--- src/rtl/multicycle_control_fsm.sv ---
// Main control unit for the multicycle MIPS-subset datapath: one state register
// sequences PC/IR/MDR/A/B/ALUOut updates and stretches memory states on MemReady.
module multicycle_control_fsm (
    input  logic       clk,
    input  logic       rst,
    input  logic [5:0] Opcode,
    input  logic       Zero,
    input  logic       MemReady,
    output logic       PCEn,
    output logic       IRWrite,
    output logic       RegWrite,
    output logic       MemWrite,
    output logic       IorD,
    output logic       MemtoReg,
    output logic       RegDst,
    output logic       ALUSrcA,
    output logic [1:0] ALUSrcB,
    output logic [1:0] ALUOp,
    output logic [1:0] PCSrc,
    output logic [3:0] State,
    output logic       IllegalOp
);

    localparam int unsigned OpW = 6;

    localparam logic [OpW-1:0] OpRType = 6'b000000;
    localparam logic [OpW-1:0] OpLw    = 6'b100011;
    localparam logic [OpW-1:0] OpSw    = 6'b101011;
    localparam logic [OpW-1:0] OpBeq   = 6'b000100;
    localparam logic [OpW-1:0] OpAddi  = 6'b001000;
    localparam logic [OpW-1:0] OpJ     = 6'b000010;

    typedef enum logic [3:0] {
        FETCH   = 4'd0,
        DECODE  = 4'd1,
        MEMADR  = 4'd2,
        MEMRD   = 4'd3,
        MEMWB   = 4'd4,
        MEMWR   = 4'd5,
        EXECUTE = 4'd6,
        ALUWB   = 4'd7,
        BRANCH  = 4'd8,
        ADDIEX  = 4'd9,
        ADDIWB  = 4'd10,
        JUMP    = 4'd11
    } state_e;

    state_e state_q, state_d;
    logic   illegal_q, illegal_d;

    logic       pc_write, branch, ir_write, reg_write, mem_write;
    logic       ior_d, mem_to_reg, reg_dst, alu_src_a;
    logic [1:0] alu_src_b, alu_op, pc_src;

    // State and sticky illegal-opcode flag
    always_ff @(posedge clk) begin
        if (!rst) begin
            state_q   <= FETCH;
            illegal_q <= 1'b0;
        end else begin
            state_q   <= state_d;
            illegal_q <= illegal_d;
        end
    end

    // Next-state and per-state control decode
    always_comb begin
        state_d    = state_q;
        illegal_d  = illegal_q;
        pc_write   = 1'b0;
        branch     = 1'b0;
        ir_write   = 1'b0;
        reg_write  = 1'b0;
        mem_write  = 1'b0;
        ior_d      = 1'b0;
        mem_to_reg = 1'b0;
        reg_dst    = 1'b0;
        alu_src_a  = 1'b0;
        alu_src_b  = 2'b00;
        alu_op     = 2'b00;
        pc_src     = 2'b00;

        case (state_q)
            FETCH: begin
                alu_src_b = 2'b01;
                ir_write  = MemReady;
                pc_write  = MemReady;
                if (MemReady) state_d = DECODE;
            end
            DECODE: begin
                alu_src_b = 2'b11;
                case (Opcode)
                    OpLw, OpSw: state_d = MEMADR;
                    OpRType:    state_d = EXECUTE;
                    OpBeq:      state_d = BRANCH;
                    OpAddi:     state_d = ADDIEX;
                    OpJ:        state_d = JUMP;
                    default: begin
                        state_d   = FETCH;
                        illegal_d = 1'b1;
                    end
                endcase
            end
            MEMADR: begin
                alu_src_a = 1'b1;
                alu_src_b = 2'b10;
                state_d   = (Opcode == OpLw) ? MEMRD : MEMWR;
            end
            MEMRD: begin
                ior_d = 1'b1;
                if (MemReady) state_d = MEMWB;
            end
            MEMWB: begin
                mem_to_reg = 1'b1;
                reg_write  = 1'b1;
                state_d    = FETCH;
            end
            MEMWR: begin
                ior_d     = 1'b1;
                mem_write = 1'b1;
                if (MemReady) state_d = FETCH;
            end
            EXECUTE: begin
                alu_src_a = 1'b1;
                alu_op    = 2'b10;
                state_d   = ALUWB;
            end
            ALUWB: begin
                reg_dst   = 1'b1;
                reg_write = 1'b1;
                state_d   = FETCH;
            end
            BRANCH: begin
                alu_src_a = 1'b1;
                alu_op    = 2'b01;
                pc_src    = 2'b01;
                branch    = 1'b1;
                state_d   = FETCH;
            end
            ADDIEX: begin
                alu_src_a = 1'b1;
                alu_src_b = 2'b10;
                state_d   = ADDIWB;
            end
            ADDIWB: begin
                reg_write = 1'b1;
                state_d   = FETCH;
            end
            JUMP: begin
                pc_src   = 2'b10;
                pc_write = 1'b1;
                state_d  = FETCH;
            end
            default: state_d = FETCH;
        endcase
    end

    // Write enables are squashed while reset is held so an aborted instruction leaves no trace
    assign PCEn      = rst & (pc_write | (branch & Zero));
    assign IRWrite   = rst & ir_write;
    assign RegWrite  = rst & reg_write;
    assign MemWrite  = rst & mem_write;
    assign IorD      = ior_d;
    assign MemtoReg  = mem_to_reg;
    assign RegDst    = reg_dst;
    assign ALUSrcA   = alu_src_a;
    assign ALUSrcB   = alu_src_b;
    assign ALUOp     = alu_op;
    assign PCSrc     = pc_src;
    assign State     = state_q;
    assign IllegalOp = illegal_q;

endmodule

--- config.mk ---
export PLATFORM = sky130hd
export DESIGN_NAME = multicycle_control_fsm
export DESIGN_NICKNAME = d
export VERILOG_FILES = /design/src/rtl/multicycle_control_fsm.sv
export SDC_FILE = /design/constraint.sdc
export NUM_CORES = 1
export LEC_CHECK = 0
export ABC_AREA = 1
export BUFFER_PORTS_ARGS = -buffer_cell sky130_fd_sc_hd__clkbuf_2
export CORE_AREA = 5 5 42 44
export CTS_BUF_LIST = sky130_fd_sc_hd__clkbuf_8 sky130_fd_sc_hd__clkbuf_16
export CTS_CLUSTER_SIZE = 8
export DETAILED_ROUTE_END_ITERATION = 10
export DIE_AREA = 0 0 47 49
export PLACE_DENSITY = 0.81
export SLEW_MARGIN = 20
export SYNTH_ARGS = -nofsm -noshare
export SYNTH_HDL_FRONTEND = slang
export SYNTH_SLANG_ARGS = --single-unit
--- constraint.sdc ---
create_clock -name clk -period 2.5 [get_ports clk]
set_input_delay 0.125 -clock clk [delete_from_list [all_inputs] [get_ports clk]]
set_output_delay 0.125 -clock clk [all_outputs]
set_load 0.03 [all_outputs]
==> out/qor.yml, run 1 <==
run_status:
  status: "finished, final reports clean"
critical_path:
  crit_type: "reg2out"
  r2r-start: "State[1]$_SDFFE_PN0P_"
  critPathLaunch: "State[1]$_SDFFE_PN0P_"
  critPathArrivalTime_ps: 1480
  crit_fanout: 8
  startpoint_type: "flip-flop"
  critical_path_required_ps: 2380
  worstSetupEndpointType: "output port"
yosys:
  yosysWarnings: 0
  synth_commonest_cells: "31 x nand2_1, 24 x nor2_1, 22 x inv_1"
  syn_avg_cell_area_um2: 4.94
  seq_area_frac_synth_pct: 17.5
  synth_edf_count: 0
  yosysUniqueCellTypes: 15
  yosysTopAreaCellShare_pct: 20.3
  netlist_area_um2: 573
  ys_async_sr_fraction_pct: 0
  synth_area_leaders: "nand2_1 20%, dfxtp_1 17%, nor2_1 16%"
  synth_top_flop_cell: "dfxtp_1"
  synth_most_common_cell: "nand2_1"
  yosys.area.top_type: "nand2_1"
  postSynthCellCount: 116
  synth_fp_nets: 126
  yosys_register_bits: 5
cells_and_area:
  area_growth_pct: 35.8
  nFillCells: 150
  fin_nets: 159
  antenna_cells: 0
  layout-drive-gt1-share_pct: 29.7
cts:
  postCtsHoldBufs: 0
  clockBufferDepth: 2
  clkTransAtPathRegs_ps: 40
  insertion_delay_ps: 220
  cts_tree: "yes"
  cts_made_buffers: 3
  cts_root_buf: "clkbuf_8"
  htree_levels: 1
  cts.sinks: 5
  cts_setup_buffers: 0
  post_cts_resized: 0
floorplanning:
  start_util_pct: 40.9
  die_w_um: 47
  num_rows: 14
  dieHeight_um: 49
  core-area_um2: 1400
  ios: 29
  die-area_um2: 2300
detailed_routing:
  drc: 0
  num_vias: 761
  wl_per_cell_um: 9.29
  wirelength_mm: 1.52
  avgViaCountPerCell: 4.64
  antenna_left: 0
  drt_iter0_drc: 23
  firstDrtPassIters: 4
timing:
  finalHoldViolations: 0
  fin_ws_ps: 897
  slew_violations: 0
  fin_worst_skew_ps: 2.52
  setup_viol: 0
  fmax_mhz: 624
  worstMarginPinSlew_ps: 270
  period_share_pct: 64.1
  rsz0062_at_grt: "no"
  period_minus_slack_ps: 1600
  setup_tns_ps: 0
  relSlewSlack_pct: 82.0
grt:
  first_global_vias: 640
  overflow: 0
  antenna_found_initial: 0
  grt_pass1_wl_mm: 2.47
  grt_use_total_pct: 13.9
  grt_max_degree: 9
pwr:
  p_leak_nw: 0.482
  cellPowerDensity_nw_per_um2: 404
  peakVddDrop_mv: 0.426
placed_design:
  place_ws_ps: 1150
  gp_congestion: 0.950
  io_buffers: 28
  hpwl_mm: 1.30
job:
  drv_cap: 0
hold_path:
  holdCritPathClass: "in2reg"
  min-delay-start: "rst"
-- power by group --
group,internal (mW),total [mW],leakage [nW],switching (mW)
Combinational,0.0250,0.0811,0.414,0.0561
Clock,0.105,0.146,0.0269,0.0406
Sequential,0.0839,0.0873,0.0408,0.00341
Total,0.214,0.314,0.482,0.100
-- final cells by class --
cell class / count / area, µm² / share of cell area (%)
inverters: 26 / 97.6 / 12.5
clock buffers: 3 / 41.3 / 5.31
clock inverters: 1 / 3.75 / 0.482
repair buffers: 28 / 140 / 18.0
multi-input cells: 85 / 375 / 48.2
flip-flops and latches: 5 / 100 / 12.9
well taps: 16 / 20.0 / 2.57
-- stage by stage --
| step | area, µm² | cells | utilization (%) | power, mW | hold slack [ps] |
|---|---|---|---|---|---|
| finish | 778 | 164 | 55.5 | 0.314 | 122 |
| floorplan | 573 | 116 | - | 0.144 | 223 |
| CTS | 778 | 164 | 55.5 | 0.320 | 115 |
| detailed placement | 733 | 160 | 52.3 | 0.170 | 346 |
| global route | 778 | 164 | 55.5 | 0.341 | 134 |
| global placement | 733 | 160 | 52.3 | 0.168 | 334 |
-- critical path, cell delays in order (launching register included) --
cell and delay (ps):
dfxtp_1 370, nor2_1 230, inv_2 80, nor2_1 150
nand2_1 60, a31oi_1 130, clkbuf_2 230
-- cells by family (layout without fill, tap and decap cells) --
family / Yosys count / in the layout / synth area share, %
simple gates: 72 / 72 / 52.4
flops: 5 / 5 / 17.5
compound gates: 13 / 13 / 13.1
buf+inv: 26 / 58 / 17.0
-- final timing paths --
check | endpoint | slack, ps | cells after the start
worst min register to register | IllegalOp$_SDFFE_PN0P_ | 460 | 2
worst max-delay path | PCEn | 900 | 6
worst min-delay path | State[1]$_SDFFE_PN0P_ | 120 | 3
worst max register to register | State[0]$_SDFFE_PN0P_ | 1270 | 7
-- metal layers --
metal	share of wire (%)	up-vias	global-route usage, %
met5	0	-	0
met4	0	0	2.76
met3	8.4	0	3.69
met2	47	23	22.2
met1	44	323	18.2
li1	-	415	-
-- state kept, by name, summed over array words and instances, names as in the netlist --
signal / cells
IllegalOp: 1
State: 4
-- cell usage in the layout (no fill, tap or decap) --
cell type / instances
nor3_1: 1
o21ai_1: 1
nand3_1: 9
a21oi_2: 2
nor2_1: 24
dfxtp_1: 5
nand2_2: 4
nor2_2: 3
o21ai_0: 6
a31oi_1: 1
a21oi_1: 2
clkbuf_8: 3
nand2_1: 31
inv_2: 4
inv_1: 23
o22ai_1: 1
clkbuf_2: 28
No activity file was read; power rests on OpenSTA's default activity.
==> run 2, diff against run 1 <==
- CORE_AREA: 5 5 42 44 -> not set
- CORE_MARGIN: not set -> 5
- CORE_UTILIZATION: not set -> 39
- DIE_AREA: 0 0 47 49 -> not set
- PLACE_DENSITY: 0.81 -> 0.78
- clock period: 2.5 -> 1.3 ns (I/O delays scaled with it)
==> out/qor.yml, run 2 (same netlist as run 1, synthesis figures left out) <==
pwr:
  p_clk_share_pct: 44.6  # -1.8 points
  cellPowerDensity_nw_per_um2: 694  # +72%
  peakVddDrop_mv: 0.380  # -11%
  power_frac_seq_pct: 25.7  # -2.1 points
  fin_total_pwr_uw: 671  # +110%
  internal_power_uw: 436  # +100%
  comb_power_share_pct: 29.7  # +3.9 points
  p_sw_uw: 235  # +130%
  p_sw_share_pct: 35.0  # +3.1 points
  p_leak_nw: 0.552  # +14%
cells_and_area:
  final_cell_mix: "27 x nand2_1, 20 x inv_1, 18 x nor2_1"
  largest_register_ffs: 4  # unchanged
  layout-drive-gt1-share_pct: 44.4  # +15 points
  fin_nets: 164  # +3.1%
  area_growth_pct: 68.6
  nFillCells: 127  # -15%
  layout_commonest_cell: "nand2_1"
  seqCellArea_um2: 110  # +10%
  utilization_pct: 71.5  # +16 points
  multi_input_area_um2: 470  # +25%
  antenna_cells: 0  # unchanged
floorplanning:
  num_rows: 13  # -1
  die_w_um: 48.3  # +2.8%
  start_util_pct: 42.4  # +1.6 points
  ios: 29  # unchanged
  die-area_um2: 2340  # +1.4%
  dieHeight_um: 48.3  # -1.4%
  core-area_um2: 1350  # -3.7%
hold_path:
  hold_end: "State[1]$_SDFFE_PN0P_"
  holdCritPathClass: "in2reg"
  min_path_cells: 3  # unchanged
  min-delay-start: "rst"
cts:
  cts_made_buffers: 3  # unchanged
  clockBufferDepth: 2  # unchanged
  cts_root_buf: "clkbuf_8"
  clkTransAtPathRegs_ps: 40  # about the same
  cts_tree: "yes"
  htree_levels: 1  # unchanged
  insertion_delay_ps: 230  # about the same
  postCtsHoldBufs: 0  # unchanged
  cts.sinks: 5  # unchanged
timing:
  period_minus_slack_ps: 1430
  finalHoldViolations: 0  # unchanged
  fmax_mhz: 702
  fin_worst_skew_ps: 2.44  # -0.0809 ps
  setup_viol: 3  # +3
  relSlewSlack_pct: 75.4  # -6.6 points
  period_share_pct: 110
  slew_violations: 0  # unchanged
  fin_ws_ps: -125  # -1020 ps
  worstMarginPinSlew_ps: 369  # +99.3 ps
  whs_ps: 42.9  # -79.3 ps
  rsz0062_at_grt: "yes"
detailed_routing:
  drc: 0  # unchanged
  num_vias: 849  # +12%
  firstDrtPassIters: 4  # unchanged
  antenna_left: 0  # unchanged
  drt_iter0_drc: 25  # +8.7%
  wirelength_mm: 2.18  # +43%
  wl_per_cell_um: 13.0  # +40%
  avgViaCountPerCell: 5.05  # +8.9%
critical_path:
  critPathLaunch: "State[0]$_SDFFE_PN0P_"
  path_buf_inv: 2  # unchanged
  worstRegToRegCells: 8  # +1
  r2r-start: "State[1]$_SDFFE_PN0P_"
  path_delay_family: "flip-flops"
  worstSetupEndpointType: "output port"
  slowest_delay_ps: 370  # about the same
  critPathArrivalTime_ps: 1360  # -120 ps
  critical_path_required_ps: 1240  # -1140 ps
  crit_chain: "nor2_4 -> buf_4 -> nand3_2 -> a31oi_4 -> buf_8"
  rrSetupSlack_ps: 70  # -1200 ps
  r2r_end: "State[2]$_SDFFE_PN0P_"
  cpMaxStageDelayCell: "dfxtp_4"
  crit_fanout: 5  # -3
  crit_type: "reg2out"
  startpoint_type: "flip-flop"
placed_design:
  hpwl_mm: 1.44  # +11%
  gp_congestion: 0.851  # -10%
  io_buffers: 28  # unchanged
grt:
  grt_max_degree: 8  # -1
  overflow: 0  # unchanged
  antenna_found_initial: 0  # unchanged
  grt_use_total_pct: 18.4  # +4.5 points
  first_global_vias: 759  # +19%
  grt_pass1_wl_mm: 3.46  # +40%
run_status:
  status: "finished with violations"
  violations: "negative setup slack"
job:
  drv_cap: 0  # unchanged
-- run 2: changes by cell type in the layout (fill, tap and decap cells not counted), moves of 4 or more --
cell | before | now
nor2_4 | 0 | 7
clkbuf_2 | 28 | 17
dfxtp_1 | 5 | 1
buf_4 | 0 | 9
nand2_1 | 31 | 27
nor2_1 | 24 | 18
-- run 2: power groups by stage --
| stage | logic (mW) | clock network, mW | registers [mW] |
|---|---|---|---|
| 2_1_floorplan | 0.102 | 0 | 0.184 |
| 3_3_place_gp | 0.161 | 0 | 0.170 |
| 3_5_place_dp | 0.164 | 0 | 0.171 |
| 4_1_cts | 0.180 | 0.297 | 0.169 |
| 5_1_grt | 0.217 | 0.316 | 0.173 |
| 6_report | 0.199 | 0.299 | 0.172 |
-- run 2: through the flow --
step | TNS, ps | instance area (µm²) | cells | worst slack [ps]
finish | -203 | 966 | 168 | -125
CTS | -129 | 915 | 167 | -67.4
detailed placement | 0 | 792 | 161 | 14.2
global route | -407 | 966 | 168 | -169
global placement | 0 | 792 | 161 | 65.6
floorplan | -89.2 | 618 | 116 | -89.2
-- run 2: area by class of cell --
cell class	count	share of cell area [%]
flip-flops and latches	5	11.4
clock buffers	3	4.27
inverters	26	10.6
multi-input cells	85	48.7
well taps	15	1.94
repair buffers	33	22.7
clock inverters	1	0.389
-- run 2: worst register-to-register path, stage by stage (launching register included) --
cell and delay (ps):
dfxtp_4 420, nor2_4 50, buf_4 140, buf_4 130, nand2_1 70, nand3_1 90
nand2_2 80, nand2_1 60, a21oi_2 110
-- run 2: how the worst max path moves through the flow --
stage,endpoint,cells past startpoint
floorplan,PCEn,6
finish,PCEn,5
CTS,PCEn,7
global route,RegWrite,7
detailed placement,PCEn,6
global placement,PCEn,6
-- run 2: routing by layer --
metal  vias to the layer above  track usage [%]  share of wire (%)
met5                         -                0                  0
li1                        427                -                  -
met4                         0             7.37                1.8
met2                        30             27.4                 48
met1                       386             22.5                 43
met3                         6             8.56                7.5
-- run 2: timing repair --
item                       4_1_cts  5_1_grt
resized for setup               19       28
setup endpoints to repair       10       12
pin swaps                        2        4
buffers inserted                 2        1
